[config.mk]
export PLATFORM = sky130hd
export DESIGN_NAME = pattern_detector_param
export DESIGN_NICKNAME = d
export VERILOG_FILES = /design/src/rtl/pattern_det_pkg.sv /design/src/rtl/sat_counter.sv /design/src/rtl/pattern_detector_param.sv
export SDC_FILE = /design/constraint.sdc
export NUM_CORES = 1
export LEC_CHECK = 0
export CAP_MARGIN = 20
export CORE_ASPECT_RATIO = 0.8
export CORE_MARGIN = 8
export CORE_UTILIZATION = 35
export CTS_CLUSTER_DIAMETER = 120
export DETAILED_ROUTE_END_ITERATION = 10
export GPL_ROUTABILITY_DRIVEN = 1
export PLACE_DENSITY = 0.59
export SLEW_MARGIN = 20
export SYNTH_ARGS = -nofsm -noshare
export SYNTH_HDL_FRONTEND = slang
export SYNTH_HIERARCHICAL = 1
export SYNTH_SLANG_ARGS = --single-unit
export TNS_END_PERCENT = 10
[constraint.sdc]
create_clock -name clk -period 3.83 [get_ports clk]
set_clock_uncertainty 0.2 [all_clocks]
set_input_delay 1.149 -clock clk [delete_from_list [all_inputs] [get_ports clk]]
set_output_delay 1.149 -clock clk [all_outputs]
set_load 0.05 [all_outputs]
[src/rtl/pattern_det_pkg.sv]
// Shared types and helpers for the parametrised pattern detector.
package pattern_det_pkg;

  localparam int unsigned MAX_PAT_W = 16;

  typedef enum logic [0:0] {
    S_FILL  = 1'b0,
    S_ARMED = 1'b1
  } det_state_t;

  // True when every cared-for bit of hist_ext equals the pattern bit.
  // Callers zero-extend all three operands, so unused upper mask bits are don't-care.
  function automatic logic masked_match(
    input logic [MAX_PAT_W-1:0] hist_ext,
    input logic [MAX_PAT_W-1:0] pattern,
    input logic [MAX_PAT_W-1:0] mask
  );
    return &(~(hist_ext ^ pattern) | ~mask);
  endfunction

endpackage

[src/rtl/sat_counter.sv]
// Saturating up-counter with sticky saturation flag and synchronous clear.
module sat_counter #(
  parameter int unsigned CNT_W = 8
) (
  input  logic             clk,
  input  logic             reset,
  input  logic             inc,
  input  logic             clr,
  output logic [CNT_W-1:0] count,
  output logic             sat
);

  logic [CNT_W-1:0] count_q, count_d;
  logic             sat_q, sat_d;

  // Next count: clear has priority, increment stops at all ones.
  always_comb begin
    count_d = count_q;
    sat_d   = sat_q;
    if (clr) begin
      count_d = '0;
      sat_d   = 1'b0;
    end else if (inc && !(&count_q)) begin
      count_d = count_q + 1'b1;
      if (&count_d) begin
        sat_d = 1'b1;
      end
    end
  end

  // Counter state registers with synchronous active-low reset.
  always_ff @(posedge clk) begin
    if (!reset) begin
      count_q <= '0;
      sat_q   <= 1'b0;
    end else begin
      count_q <= count_d;
      sat_q   <= sat_d;
    end
  end

  assign count = count_q;
  assign sat   = sat_q;

endmodule

[src/rtl/pattern_detector_param.sv]
// Mealy detector for a programmable, maskable PAT_W-bit serial pattern.
module pattern_detector_param
  import pattern_det_pkg::*;
#(
  parameter int unsigned      PAT_W       = 4,
  parameter int unsigned      CNT_W       = 8,
  parameter logic [PAT_W-1:0] RST_PATTERN = PAT_W'(1),
  parameter logic [PAT_W-1:0] RST_MASK    = '1
) (
  input  logic             clk,
  input  logic             reset,
  input  logic             a,
  input  logic             a_valid,
  input  logic             cfg_load,
  input  logic [PAT_W-1:0] cfg_pattern,
  input  logic [PAT_W-1:0] cfg_mask,
  input  logic             cfg_overlap,
  input  logic             cnt_clr,
  output logic             y,
  output logic             y_q,
  output logic [CNT_W-1:0] match_cnt,
  output logic             cnt_sat,
  output logic             armed
);

  localparam int unsigned      FILL_W   = $clog2(PAT_W);
  localparam logic [FILL_W-1:0] FILL_MAX = FILL_W'(PAT_W - 1);

  det_state_t        state_q, state_d;
  logic [PAT_W-2:0]  hist_q, hist_d;
  logic [FILL_W-1:0] fill_q, fill_d, fill_inc;
  logic [PAT_W-1:0]  pattern_q, pattern_d;
  logic [PAT_W-1:0]  mask_q, mask_d;
  logic              overlap_q, overlap_d;
  logic [PAT_W-1:0]  hist_ext;
  logic              hit;

  // Window is the stored history plus the bit arriving this cycle; slicing it
  // rather than hist_q keeps the shift legal for PAT_W = 2.
  assign hist_ext = {hist_q, a};
  assign hit      = masked_match(MAX_PAT_W'(hist_ext), MAX_PAT_W'(pattern_q), MAX_PAT_W'(mask_q));
  assign fill_inc = (fill_q == FILL_MAX) ? fill_q : fill_q + 1'b1;

  assign y     = reset && !cfg_load && a_valid && (state_q == S_ARMED) && hit;
  assign armed = (state_q == S_ARMED);

  // Next history, fill level, configuration and state.
  always_comb begin
    state_d   = state_q;
    hist_d    = hist_q;
    fill_d    = fill_q;
    pattern_d = pattern_q;
    mask_d    = mask_q;
    overlap_d = overlap_q;
    if (cfg_load) begin
      pattern_d = cfg_pattern;
      mask_d    = cfg_mask;
      overlap_d = cfg_overlap;
      hist_d    = '0;
      fill_d    = '0;
      state_d   = S_FILL;
    end else if (a_valid) begin
      if (y && !overlap_q) begin
        hist_d  = '0;
        fill_d  = '0;
        state_d = S_FILL;
      end else begin
        hist_d  = hist_ext[PAT_W-2:0];
        fill_d  = fill_inc;
        state_d = (fill_inc == FILL_MAX) ? S_ARMED : S_FILL;
      end
    end
  end

  // Detector registers with synchronous active-low reset.
  always_ff @(posedge clk) begin
    if (!reset) begin
      state_q   <= S_FILL;
      hist_q    <= '0;
      fill_q    <= '0;
      pattern_q <= RST_PATTERN;
      mask_q    <= RST_MASK;
      overlap_q <= 1'b1;
      y_q       <= 1'b0;
    end else begin
      state_q   <= state_d;
      hist_q    <= hist_d;
      fill_q    <= fill_d;
      pattern_q <= pattern_d;
      mask_q    <= mask_d;
      overlap_q <= overlap_d;
      y_q       <= y;
    end
  end

  sat_counter #(
    .CNT_W(CNT_W)
  ) u_cnt (
    .clk  (clk),
    .reset(reset),
    .inc  (y),
    .clr  (cnt_clr),
    .count(match_cnt),
    .sat  (cnt_sat)
  );

endmodule
==> results of run 1 <==
==> cell type report <==
class / count / area [µm²] / share of cell area [%]
Multi-Input combinational cell: 89 / 647 / 41.1
Inverter: 1 / 3.75 / 0.238
Timing Repair Buffer: 33 / 325 / 20.7
Clock buffer: 4 / 45.0 / 2.86
Sequential cell: 25 / 500 / 31.8
Tap cell: 42 / 52.6 / 3.34
==> logic make-up (layout without fill, tap and decap cells) <==
logic type,count (synthesis),after routing,synth area share [%]
AO/OA/AOI/OAI,12,12,6.96
XOR/XNOR,8,8,5.91
adder cells (fa/ha/maj),1,1,1.05
buffers and inverters,8,38,4.22
flip-flops,25,25,42.2
multiplexers,15,15,12.7
AND/OR/NAND/NOR,53,53,27.0
==> stage by stage <==
step / TNS (ns) / power (µW) / setup WS, ns / instance area (µm²)
6_report: 0 / 478 / 0.259 / 1570
5_1_grt: 0 / 499 / 0.184 / 1570
4_1_cts: 0 / 484 / 0.0245 / 1560
3_5_place_dp: -0.0459 / 328 / -0.0459 / 1520
3_3_place_gp: 0 / 327 / 0.00923 / 1520
2_1_floorplan: 0 / 303 / 0.209 / 1200
==> registers in the layout, indices dropped and copies added (netlist names) <==
signal       cells
u_cnt/count      8
mask_q           4
pattern_q        4
hist_q           3
fill_q           2
armed            1
overlap_q        1
u_cnt/sat        1
y_q              1
==> synth_stat cells <==
cell type / instances
xnor2_1: 2
nand3_1: 4
nor3_4: 1
mux2i_1: 15
nand3_2: 2
a21oi_1: 2
and4_2: 2
nor2_1: 9
a22oi_1: 2
o2111a_1: 1
clkbuf_1: 1
dfxtp_1: 25
xor2_1: 6
nand3b_1: 2
nand2_1: 12
nand2b_1: 2
nand4_2: 1
o22ai_1: 1
o21ai_2: 1
buf_6: 2
nor2b_1: 3
and3_1: 1
nor3b_1: 1
buf_2: 4
nor3_1: 7
o211a_1: 1
ha_1: 1
a31oi_1: 1
or4_1: 1
o21ai_0: 3
inv_1: 1
nor3_2: 5
==> routing by layer <==
metal  vias to the layer above  global-route usage [%]
met3                         0                    1.71
met4                         0                    4.67
met5                         -                       0
li1                        491                       -
met2                        10                    15.7
met1                       429                    13.0
==> timing repair <==
action | 4_1_cts | 5_1_grt
buffers inserted | 0 | 1
endpoints found under the setup margin | 1 | 1
pin swaps | 1 | 2
gates resized for setup | 0 | 1
==> critical path, cell delays in order <==
cell             delay (ns)
clkdlybuf4s50_1        0.48
nand2_1                0.13
nor3_4                 0.28
buf_12                 0.17
==> power by group through the flow <==
stage / Combinational, µW / Clock (µW) / Sequential (µW)
after floorplan: 27.4 / 0 / 276
after global routing: 57.4 / 169 / 272
final: 52.7 / 154 / 271
after global placement: 49.8 / 0 / 277
after detailed placement: 50.9 / 0 / 277
after CTS: 51.0 / 162 / 271
==> how the worst max path moves through the flow <==
stage                        start  to  slack [ns]  cells past startpoint
after floorplan           cfg_load   y        0.21                      4
after global placement           a   y       0.009                      6
after detailed placement         a   y       -0.05                      6
after CTS                        a   y        0.02                      6
after global routing             a   y        0.18                      6
final                      a_valid   y        0.26                      4
==> impl_metrics.ini, run 1 <==
[timing]
worstMarginPinSlew_ns = 0.506
finalHoldViolCount = 0
fin_crit_ns = 3.57
setup_viol = 0
fin_hold_ws_ns = 0.274
max_freq_mhz = 280
relSlewSlack_pct = 66.2
fin_crit_sh_pct = 93.2
rsz0062_at_grt = false
slew_violations = 0

[final_layout]
most-common-layout-cells = 25 x dfxtp_1, 24 x clkdlybuf4s50_1, 15 x mux2i_1
nFillCells = 330
layout_commonest_cell = dfxtp_1
area_growth_syn_to_layout_pct = 32.7
drive_gt1_share_pct = 15.8
final_util_pct = 47.3
antennaDiodeCount = 0
fin_nets = 169
fin_cells = 194

[clocking]
path_clk_slew_ns = 0.09
cts_tree = built
clk_latency_ns = 0.26
numCtsBuffers = 3
root_buffer = clkbuf_8
cts_num_sinks = 25
postCtsHoldBufs = 0
cts_buffer_depth = 2
htreeDepth = 1

[detailed_routing]
route.met3.wl_um = 83
wl_per_cell_um = 13.2
vias = 930
drc_errors = 0
met1_length_um = 1310
firstDrtPassIters = 4
met2RoutedLength_um = 1170
routed_wl_um = 2560
detail_route.vias_per_cell = 4.79
top_layer = met3
drtIter0Drc = 38
ant_nets = 0

[critical_path]
path_max_fanout = 3
arrival_ns = 2.22
path_class = in2out
startpoint_type = primary input
cp-end-kind = output port
r2r-end = u_cnt/count[3]$_SDFFE_PP0P_
reg2reg_depth = 8
r2r_start = hist_q[1]$_SDFFE_PP0P_
reg2reg_slack_ns = 1.60
cp.required_ns = 2.48

[power]
power.density_nw_per_um2 = 303
power.share.clock_pct = 32.3
swShare_pct = 22.2
power_frac_seq_pct = 56.7
power.share.combinational_pct = 11.0
peakVddDrop_mv = 0.150
p_sw_uw = 106
p_int_uw = 372
leakage_uw = 0.000608

[synthesis]
synth.distinct_cells = 32
yosysTopAreaCell = dfxtp_1
syn_area_um2 = 1190
synth_cells = 122
synth_seq_area_share_pct = 42.2
yosysWarnings = 6
synth_top_area_share_pct = 42.2
ys_seq_elements = 25
syn-num-nets = 138
syn_avg_cell_area_um2 = 9.72
synthTopCellsByArea = dfxtp_1 42%, mux2i_1 13%, xor2_1 4.4%

[run_status]
status = complete, no violations

[global_routing]
antenna_found_initial = 0
grt_overflow = 0
grt_max_degree = 14
grt_pass1_wl_um = 4370
first_global_vias = 943
grt_usage_pct = 9.94

[place]
place_inst = 189
gp_congestion = 0.835
port_buffers = 26
hpwl_um = 2000

[floorplanning]
pin_count = 27
core_region_area_um2 = 3330
die_height_um = 68.1
fp.dieW_um = 81.1
initial_core_util_pct = 35.6
rows = 19
dieArea_um2 = 5520

[hold_path]
min_from = u_cnt/sat$_SDFFE_PP0P_
holdPathStages = 2
holdPathEnd = u_cnt/sat$_SDFFE_PP0P_
hold_path_class = reg2reg

[run]
drv_cap = 0
Note: power is estimated with default switching activity, not from simulation.
==> run 2, diff against run 1 <==
--- a/config.mk
+++ b/config.mk
@@ -11,7 +11,6 @@
 export CORE_UTILIZATION = 35
 export CTS_CLUSTER_DIAMETER = 120
 export DETAILED_ROUTE_END_ITERATION = 10
-export GPL_ROUTABILITY_DRIVEN = 1
 export PLACE_DENSITY = 0.59
 export SLEW_MARGIN = 20
 export SYNTH_ARGS = -nofsm -noshare
==> results of run 2 <==
No change in the layout: final DEF, timing and power equal those of run 1.
==> run 3, diff against run 2 <==
--- a/config.mk
+++ b/config.mk
@@ -6,12 +6,14 @@
 export NUM_CORES = 1
 export LEC_CHECK = 0
 export CAP_MARGIN = 20
+export CELL_PAD_IN_SITES_DETAIL_PLACEMENT = 1
+export CELL_PAD_IN_SITES_GLOBAL_PLACEMENT = 1
 export CORE_ASPECT_RATIO = 0.8
 export CORE_MARGIN = 8
 export CORE_UTILIZATION = 35
 export CTS_CLUSTER_DIAMETER = 120
 export DETAILED_ROUTE_END_ITERATION = 10
-export PLACE_DENSITY = 0.59
+export PLACE_DENSITY = 0.74
 export SLEW_MARGIN = 20
 export SYNTH_ARGS = -nofsm -noshare
 export SYNTH_HDL_FRONTEND = slang
==> constraint.sdc (replaced) <==
create_clock -name clk -period 4.02 [get_ports clk]
set_clock_uncertainty 0.2 [all_clocks]
set_input_delay 1.206 -clock clk [delete_from_list [all_inputs] [get_ports clk]]
set_output_delay 1.206 -clock clk [all_outputs]
set_load 0.05 [all_outputs]
==> run 3 against run 2 <==
Global-route usage up 1.1 points. Final cell count down 0.52%. Highest routed layer is now met4. Sequential power down 4%. Via count up 3.7%. Register-to-register slack better by 0.13 ns. Setup slack worse by 0.18 ns. Combinational power down 4.0%.
==> impl_metrics.ini, run 3 (synthesis results as in run 1) <==
[clocking]
clk_latency_ns = 0.28
path_clk_slew_ns = 0.10
cts_tree = built
cts_num_sinks = 25
numCtsBuffers = 3
root_buffer = clkbuf_8
htreeDepth = 1
cts_buffer_depth = 2
postCtsHoldBufs = 0

[final_layout]
nFillCells = 393
drive_gt1_share_pct = 16.6
fin_cells = 193
fin_nets = 168
most-common-layout-cells = 25 x dfxtp_1, 25 x clkdlybuf4s50_1, 15 x mux2i_1
antennaDiodeCount = 0
area_growth_syn_to_layout_pct = 32.6
largest_reg_flops = 8

[timing]
max_freq_mhz = 254
layout_setup_ws_ns = 0.0816
relSlewSlack_pct = 65.7
finalHoldViolCount = 0
fin_crit_ns = 3.94
fin_setup_tns_ns = 0
slew_violations = 0
setup_viol = 0
fin_crit_sh_pct = 98.0
worstMarginPinSlew_ns = 0.512

[critical_path]
cp-end-kind = output port
path_class = in2out
arrival_ns = 2.53
cp.required_ns = 2.61
path_max_fanout = 2
startpoint_type = primary input

[detailed_routing]
detail_route.vias_per_cell = 4.99
drc_errors = 0
firstDrtPassIters = 4
routed_wl_um = 2930
wl_per_cell_um = 15.2
vias = 964
ant_nets = 0
drtIter0Drc = 67

[power]
power.density_nw_per_um2 = 296
power_uw = 465
peakVddDrop_mv = 0.196
leakage_uw = 0.000593

[global_routing]
use_met1_pct = 14.0
grt_usage_pct = 11.1
antenna_found_initial = 0
grt_pass1_wl_um = 4770
use_met3_pct = 3.67
gr-usage-met2_pct = 16.9
first_global_vias = 948
top_usage_layer = met2
grt_overflow = 0
grt_max_degree = 16

[hold_path]
hold_path_class = reg2reg

[floorplanning]
die_height_um = 68.1
core_region_area_um2 = 3330
pin_count = 27
initial_core_util_pct = 35.6
rows = 19
dieArea_um2 = 5520
fp.dieW_um = 81.1

[place]
gp_congestion = 0.774
pre_cts_ws_ns = -0.0523
port_buffers = 26
hpwl_um = 2260
place_inst = 188

[run_status]
status = complete, no violations

[run]
drv_cap = 0
==> run 3: cell types whose count changed in the layout (fill, tap and decap cells not counted), sizes merged <==
cell and change:
dlymetal6s2s -1, clkinvlp +1, clkbuf -1, clkdlybuf4s50 +1
buf -1
==> run 3: worst paths after layout <==
check                                                from                     endpoint  slack [ns]  cells past startpoint
worst max-delay path                                    a                            y        0.08                      6
worst min register to register     u_cnt/sat$_SDFFE_PP0P_       u_cnt/sat$_SDFFE_PP0P_        0.28                      2
worst min-delay path               u_cnt/sat$_SDFFE_PP0P_       u_cnt/sat$_SDFFE_PP0P_        0.28                      2
worst max register to register  pattern_q[2]$_SDFFE_PN0P_  u_cnt/count[7]$_SDFFE_PP0P_        1.73                      9
==> run 3: timing repair <==
| item | CTS | global route |
|---|---|---|
| gates resized for setup | 1 | 1 |
| hold endpoints to repair | 0 | 0 |
| endpoints found under the setup margin | 1 | 1 |
| setup buffers | 0 | 1 |
| pin swaps | 1 | 1 |
==> run 3: final cells by class <==
type | count | area [µm²] | area share, %
Clock buffer | 3 | 41.3 | 2.63
Inverter | 1 | 3.75 | 0.239
Tap cell | 42 | 52.6 | 3.34
Multi-Input combinational cell | 89 | 652 | 41.4
Clock inverter | 1 | 7.51 | 0.477
Sequential cell | 25 | 500 | 31.8
Timing Repair Buffer | 32 | 315 | 20.0
==> run 3: report_power, final <==
part / total (µW) / switching (µW) / internal (µW)
registers: 259 / 4.52 / 254
clock network: 156 / 85.2 / 70.4
logic: 50.6 / 22.3 / 28.3
total: 465 / 112 / 353
==> run 3: critical path, stage by stage <==
cell,delay [ns]
clkdlybuf4s50_1,0.44
xor2_1,0.16
a22oi_2,0.14
nand2_1,0.14
nor3_4,0.27
buf_12,0.17
==> run 3: stage by stage <==
stage / hold slack (ns) / instance area [µm²] / util, %
after floorplan: 0.242 / 1190 / -
after detailed placement: 0.266 / 1510 / 45.2
after CTS: 0.283 / 1560 / 46.9
after global routing: 0.312 / 1570 / 47.3
final: 0.276 / 1570 / 47.3
after global placement: 0.257 / 1510 / 45.2
==> run 3: routing by layer <==
layer / part of all wire [%] / up-vias
li1: - / 484
met2: 46 / 15
met1: 47 / 460
met5: 0 / -
met4: 1.3 / 0
met3: 5.0 / 5
